### src/rtl/lsu_ctrl.sv
// -----------------------------------------------------------------------------
// lsu_ctrl -- word-only load/store unit for the MEM stage.
//
// Turns the decoded mem_rd/mem_wr controls into a req/gnt/rvalid transaction on
// the data-memory port. It stalls the pipeline while the access is in flight
// and hands load data to writeback as a one-cycle pulse.
//
// Ports
//   clk_i, rst_ni                 clock (rising edge), async active-low reset
//   mem_rd_i, mem_wr_i            load / store request from the pipeline
//   addr_i, wdata_i, rd_addr_i    effective address, store data, load dest reg
//   data_req_o .. data_be_o       request side of the data-memory port
//   data_gnt_i, data_rvalid_i,
//   data_rdata_i                  grant / response side of the data-memory port
//   stall_o                       freezes IF/ID/EX/MEM while an access is open
//   wb_valid_o, wb_rdata_o,
//   wb_rd_o                       load result to writeback (1-cycle pulse)
//   err_o                         1-cycle pulse: misaligned, rd&wr, or timeout
// -----------------------------------------------------------------------------
module lsu_ctrl #(
    parameter int ADDR_W      = 32,
    parameter int DATA_W      = 32,
    parameter int TIMEOUT_CYC = 16
) (
    input  logic                clk_i,
    input  logic                rst_ni,
    input  logic                mem_rd_i,
    input  logic                mem_wr_i,
    input  logic [ADDR_W-1:0]   addr_i,
    input  logic [DATA_W-1:0]   wdata_i,
    input  logic [4:0]          rd_addr_i,
    output logic                data_req_o,
    output logic                data_we_o,
    output logic [ADDR_W-1:0]   data_addr_o,
    output logic [DATA_W-1:0]   data_wdata_o,
    output logic [DATA_W/8-1:0] data_be_o,
    input  logic                data_gnt_i,
    input  logic                data_rvalid_i,
    input  logic [DATA_W-1:0]   data_rdata_i,
    output logic                stall_o,
    output logic                wb_valid_o,
    output logic [DATA_W-1:0]   wb_rdata_o,
    output logic [4:0]          wb_rd_o,
    output logic                err_o
);

    localparam int BE_W  = DATA_W / 8;
    localparam int CNT_W = $clog2(TIMEOUT_CYC);
    // Last REQ/WAIT cycle the access is allowed to occupy.
    localparam logic [CNT_W-1:0] CNT_LAST = CNT_W'(TIMEOUT_CYC - 1);

    typedef enum logic [1:0] {
        ST_IDLE,
        ST_REQ,
        ST_WAIT,
        ST_DONE
    } state_e;

    state_e             state_q, state_d;
    logic [ADDR_W-1:0]  addr_q;
    logic [DATA_W-1:0]  wdata_q;
    logic               we_q;
    logic [4:0]         rd_q;
    logic [CNT_W-1:0]   tcnt_q;
    logic               load_done_q;   // DONE is for a completed load
    logic               timeout_q;     // DONE is for an aborted access
    logic [DATA_W-1:0]  wb_rdata_q;
    logic [4:0]         wb_rd_q;

    // Request decode in IDLE.
    logic access, both, aligned, accept, reject, tout;
    logic finish, abort;

    assign access  = mem_rd_i ^ mem_wr_i;
    assign both    = mem_rd_i & mem_wr_i;
    assign aligned = (addr_i[1:0] == 2'b00);
    assign accept  = (state_q == ST_IDLE) && access && aligned;
    assign reject  = (state_q == ST_IDLE) && (both || (access && !aligned));
    assign tout    = (tcnt_q == CNT_LAST);

    // State register.
    // NOTE: sequential state uses non-blocking assignments so every flop samples
    // pre-edge values regardless of block ordering.
    always_ff @(posedge clk_i or negedge rst_ni) begin
        if (!rst_ni) begin
            state_q <= ST_IDLE;
        end else begin
            state_q <= state_d;
        end
    end

    // Next-state logic. finish = normal completion, abort = timeout.
    // NOTE: every combinational output gets a default first, so no path through
    // the case leaves a value unassigned and no latch is inferred.
    always_comb begin
        state_d = state_q;
        finish  = 1'b0;
        abort   = 1'b0;
        unique case (state_q)
            ST_IDLE: begin
                if (accept) state_d = ST_REQ;
            end
            ST_REQ: begin
                // A response in the grant cycle finishes immediately; a response
                // without a grant is not ours and is ignored.
                if (data_gnt_i && data_rvalid_i) begin
                    state_d = ST_DONE;
                    finish  = 1'b1;
                end else if (tout) begin
                    state_d = ST_DONE;
                    abort   = 1'b1;
                end else if (data_gnt_i) begin
                    state_d = ST_WAIT;
                end
            end
            ST_WAIT: begin
                if (data_rvalid_i) begin
                    state_d = ST_DONE;
                    finish  = 1'b1;
                end else if (tout) begin
                    state_d = ST_DONE;
                    abort   = 1'b1;
                end
            end
            // DONE never accepts: the pipeline still presents the instruction
            // that just finished, and taking it again would re-issue it.
            ST_DONE: state_d = ST_IDLE;
            default: state_d = ST_IDLE;
        endcase
    end

    // Request latches, timeout counter and writeback capture.
    always_ff @(posedge clk_i or negedge rst_ni) begin
        if (!rst_ni) begin
            addr_q      <= '0;
            wdata_q     <= '0;
            we_q        <= 1'b0;
            rd_q        <= '0;
            tcnt_q      <= '0;
            load_done_q <= 1'b0;
            timeout_q   <= 1'b0;
            wb_rdata_q  <= '0;
            wb_rd_q     <= '0;
        end else begin
            if (accept) begin
                addr_q  <= addr_i;
                wdata_q <= wdata_i;
                we_q    <= mem_wr_i;
                rd_q    <= rd_addr_i;
                tcnt_q  <= '0;
            end else if (state_q == ST_REQ || state_q == ST_WAIT) begin
                // Wraps only on the cycle that leaves for DONE, so harmless.
                tcnt_q <= tcnt_q + CNT_W'(1);
            end

            if (finish) begin
                load_done_q <= !we_q;
                timeout_q   <= 1'b0;
                if (!we_q) begin
                    wb_rdata_q <= data_rdata_i;
                    wb_rd_q    <= rd_q;
                end
            end else if (abort) begin
                load_done_q <= 1'b0;
                timeout_q   <= 1'b1;
            end
        end
    end

    // Outputs.
    always_comb begin
        data_req_o   = (state_q == ST_REQ);
        data_we_o    = (state_q == ST_REQ) && we_q;
        data_be_o    = (state_q == ST_REQ) ? {BE_W{1'b1}} : {BE_W{1'b0}};
        data_addr_o  = addr_q;
        data_wdata_o = wdata_q;
        stall_o      = accept || (state_q == ST_REQ) || (state_q == ST_WAIT);
        wb_valid_o   = (state_q == ST_DONE) && load_done_q;
        wb_rdata_o   = wb_rdata_q;
        wb_rd_o      = wb_rd_q;
        err_o        = reject || ((state_q == ST_DONE) && timeout_q);
    end

endmodule

### config.mk
export PLATFORM = sky130hd
export DESIGN_NAME = lsu_ctrl
export DESIGN_NICKNAME = d
export VERILOG_FILES = /design/src/rtl/lsu_ctrl.sv
export SDC_FILE = /design/constraint.sdc
export NUM_CORES = 1
export LEC_CHECK = 0
export CAP_MARGIN = 10
export CORE_MARGIN = 1.5
export CORE_UTILIZATION = 41
export CTS_CLUSTER_DIAMETER = 80
export DETAILED_ROUTE_END_ITERATION = 10
export HOLD_SLACK_MARGIN = 0.1
export PLACE_DENSITY = 0.86
export SLEW_MARGIN = 20
export SYNTH_ARGS = -nofsm -noshare
export SYNTH_HDL_FRONTEND = slang
export SYNTH_SLANG_ARGS = --single-unit
### constraint.sdc
create_clock -name clk_i -period 2.4 [get_ports clk_i]
set_input_delay 0.24 -clock clk_i [delete_from_list [all_inputs] [get_ports clk_i]]
set_output_delay 0.24 -clock clk_i [all_outputs]
set_load 0.05 [all_outputs]
==> flow_metrics.env, run 1 <==
export IMPL_hp_class="primary input to async pin"
export IMPL_peakVddDrop_v=0.00120
export IMPL_post_synth_inst_count=289
export IMPL_clkLatencyLatePin_ns=0.40
export IMPL_h_tree_depth=4
export IMPL_final_common_cell="clkdlybuf4s50_1"
export IMPL_rsz0062_at_grt="no"
export IMPL_synth_top_area_share_pct=62.0
export IMPL_ios=217
export IMPL_startpoint="state_q[1]"
export IMPL_grt_pass1_wl_mm=17.0
export IMPL_drive_gt1_share_pct=28.3
export IMPL_ys_seq_area_share_pct=62.0
export IMPL_setup_slack_ns=0.158
export IMPL_final_setup_viol_count=0
export IMPL_synth_distinct_cells=32
export IMPL_synthTopCellsByArea="dfrtp_1, mux2_2, mux2_4, buf_4, ha_1"
export IMPL_end_kind="output port"
export IMPL_leakagePower_nw=3.22
export IMPL_dp_cells=634
export IMPL_dieWidth_microns=109
export IMPL_total_power_w=0.0128
export IMPL_rr_worst_depth=6
export IMPL_regToRegStartpoint="state_q[0]"
export IMPL_gp_congestion=0.812
export IMPL_synth_top_area_cell="dfrtp_1"
export IMPL_layout_common_cells="clkdlybuf4s50_1, dfrtp_1, mux2_2"
export IMPL_p_per_area_nw_per_um2=1710
export IMPL_antenna_found_initial=0
export IMPL_row_count=38
export IMPL_criticalPathCategory="register to output port"
export IMPL_cts_made_buffers=17
export IMPL_clock_root_buffer="clkbuf_16"
export IMPL_vias=3249
export IMPL_syn_cell_area_sq_um=4640
export IMPL_grt_usage_pct=19.0
export IMPL_wire_per_inst_microns=16.9
export IMPL_period_needed_ns=2.24
export IMPL_fin_cells=666
export IMPL_finalSetupTns_ns=0
export IMPL_ys_ff_latch=115
export IMPL_finClkSkew_ns=0.00916
export IMPL_cp_endpoint="data_we_o"
export IMPL_n_antenna_cell=0
export IMPL_cp_cell_sequence="inv_1, ha_1, and2_1, dlygate4sd2_1"
export IMPL_critPathArrivalTime_ns=2.00
export IMPL_fin_crit_sh_pct=93.4
export IMPL_wirelength_mm=11.3
export IMPL_crit_slowest_cell="dlygate4sd2_1"
export IMPL_max_stage_delay_ns=0.52
export IMPL_maxCapViolCount=0
export IMPL_clock_sinks=115
export IMPL_crit_fanout=12
export IMPL_cts_clk_slew_worst_paths_ns=0.05
export IMPL_die_area_sq_um=12000
export IMPL_grt_start_max_net_pins=62
export IMPL_tightest_slew_ns=0.786
export IMPL_start_kind="register"
export IMPL_final_hold_viol_count=0
export IMPL_postSynthAreaPerCell_sq_um=16.1
export IMPL_drtIter0Drc=127
export IMPL_syn_num_nets=402
export IMPL_start_util_pct=42.5
export IMPL_slew_violations=0
export IMPL_firstDrtPassIters=4
export IMPL_required_ns=2.16
export IMPL_max_freq_ghz=0.446
export IMPL_hold_ws_ns=0.448
export IMPL_clockBufferDepth=2
export IMPL_core_sq_um=10900
export IMPL_synthToLayoutAreaGrowth_pct=61.6
export IMPL_final_nets=627
export IMPL_synth_warning_count=0
export IMPL_drc=0
export IMPL_grt_pass1_vias=3421
export IMPL_slew_limit_headroom_pct=47.6
export IMPL_timing_rr_end="wb_rdata_o[0]"
export IMPL_place_port_buffers=216
export IMPL_rrSetupSlack_ns=0.37
export IMPL_dpl_worst_slack_ns=0.264
export IMPL_viasPerCell=4.88
export IMPL_die_height_microns=109
export IMPL_grt_overflow_total=0
export IMPL_cts_tree="built"
export IMPL_postRouteAntennaNets=0
export IMPL_outcome="completed"
export IMPL_hpwl_mm=8.33
[through the flow]
step	utilization, %	cell area [sq um]
2_1_floorplan	-	4640
3_3_place_gp	63.4	6930
3_5_place_dp	63.4	6930
4_1_cts	68.6	7510
5_1_grt	68.6	7510
6_report	68.6	7510
[critical path: cells and delay by family (launching register included)]
family,cells,cell delay (ns)
flops,1,0.41
buf+inv,2,0.63
simple gates,1,0.18
fa+ha+maj,1,0.38
[report_power, final]
| group | internal, W | total [W] | switching, W |
|---|---|---|---|
| Clock | 0.00161 | 0.00243 | 0.000826 |
| Sequential | 0.00289 | 0.00342 | 0.000523 |
| Combinational | 0.00268 | 0.00700 | 0.00432 |
| Total | 0.00718 | 0.0128 | 0.00567 |
[logic make-up after synthesis]
logic type | share of synthesized area, %
AO/OA/AOI/OAI | 1.89
XOR/XNOR | 0.566
adder cells (fa/ha/maj) | 1.62
buffers and inverters | 3.37
flip-flops | 62.0
multiplexers | 27.5
AND/OR/NAND/NOR | 3.15
[registers in the layout (all words and copies together), names as in the netlist, 2 cells and up]
register,flops
wb_rd_o,5
rd_q,5
data_addr_o,32
wb_rdata_o,32
data_wdata_o,32
tcnt_q,4
state_q,2
[worst min-delay path by stage]
stage | from | to | slack, ns
floorplan | rst_ni | data_addr_o[0] | -0.06
global placement | rst_ni | wb_rdata_o[18] | 0.36
detailed placement | rst_ni | wb_rdata_o[15] | 0.37
CTS | rd_addr_i[2] | rd_q[2] | 0.44
global route | wdata_i[8] | data_wdata_o[8] | 0.44
finish | rst_ni | wb_rdata_o[15] | 0.45
[metal layers]
metal	vias up	wire length (microns)	track usage, %
li1	1462	-	-
met1	1613	4220	20.9
met2	154	5690	31.8
met3	20	1110	8.24
met4	0	241	8.26
met5	-	0	0
[repair_timing]
action	CTS	global route
setup buffers	0	0
hold endpoints to repair	59	0
hold buffers	1	0
gates resized for setup	6	0
endpoints found under the setup margin	6	0
[synthesized netlist by cell type]
| master | instances |
|---|---|
| a21oi_2 | 1 |
| o22a_1 | 1 |
| o21ai_0 | 3 |
| nor3_2 | 1 |
| nor2_1 | 6 |
| and4bb_1 | 1 |
| inv_1 | 2 |
| xnor2_1 | 1 |
| o21bai_1 | 2 |
| mux2_4 | 19 |
| o21ai_1 | 1 |
| buf_4 | 11 |
| nand4_1 | 1 |
| mux2i_1 | 1 |
| nand3_1 | 1 |
| xor2_1 | 2 |
| and2_1 | 2 |
| a21boi_0 | 1 |
| or3b_2 | 1 |
| nand2b_1 | 2 |
| nand2_1 | 5 |
| mux2_2 | 87 |
| buf_2 | 3 |
| a2111oi_0 | 1 |
| buf_6 | 1 |
| a311oi_1 | 1 |
| nor2b_1 | 5 |
| nand2_2 | 1 |
| buf_12 | 2 |
| a21oi_1 | 2 |
| dfrtp_1 | 115 |
| ha_1 | 6 |
[cell type report]
| class | instances | area [sq um] |
|---|---|---|
| fillers | 804 | 3430 |
| flip-flops and latches | 115 | 2880 |
| repair buffers | 223 | 2250 |
| multi-input cells | 155 | 1620 |
| clock buffers | 19 | 433 |
| well taps | 140 | 175 |
| clock inverters | 12 | 140 |
| inverters | 2 | 7.51 |
No activity file was read; power rests on OpenSTA's default activity.
==> run 2: changes to the inputs <==
--- a/config.mk
+++ b/config.mk
@@ -8,7 +8,6 @@
 export CAP_MARGIN = 10
 export CORE_MARGIN = 1.5
 export CORE_UTILIZATION = 41
-export CTS_CLUSTER_DIAMETER = 80
 export DETAILED_ROUTE_END_ITERATION = 10
 export HOLD_SLACK_MARGIN = 0.1
 export PLACE_DENSITY = 0.86
==> results of run 2 <==
No change in the layout: final DEF, timing and power equal those of run 1.
==> run 3: changes to the inputs <==
--- a/config.mk
+++ b/config.mk
@@ -11,6 +11,7 @@
 export DETAILED_ROUTE_END_ITERATION = 10
 export HOLD_SLACK_MARGIN = 0.1
 export PLACE_DENSITY = 0.86
+export SKIP_LAST_GASP = 1
 export SLEW_MARGIN = 20
 export SYNTH_ARGS = -nofsm -noshare
 export SYNTH_HDL_FRONTEND = slang
==> results of run 3 <==
No change in the layout: final DEF, timing and power equal those of run 1.
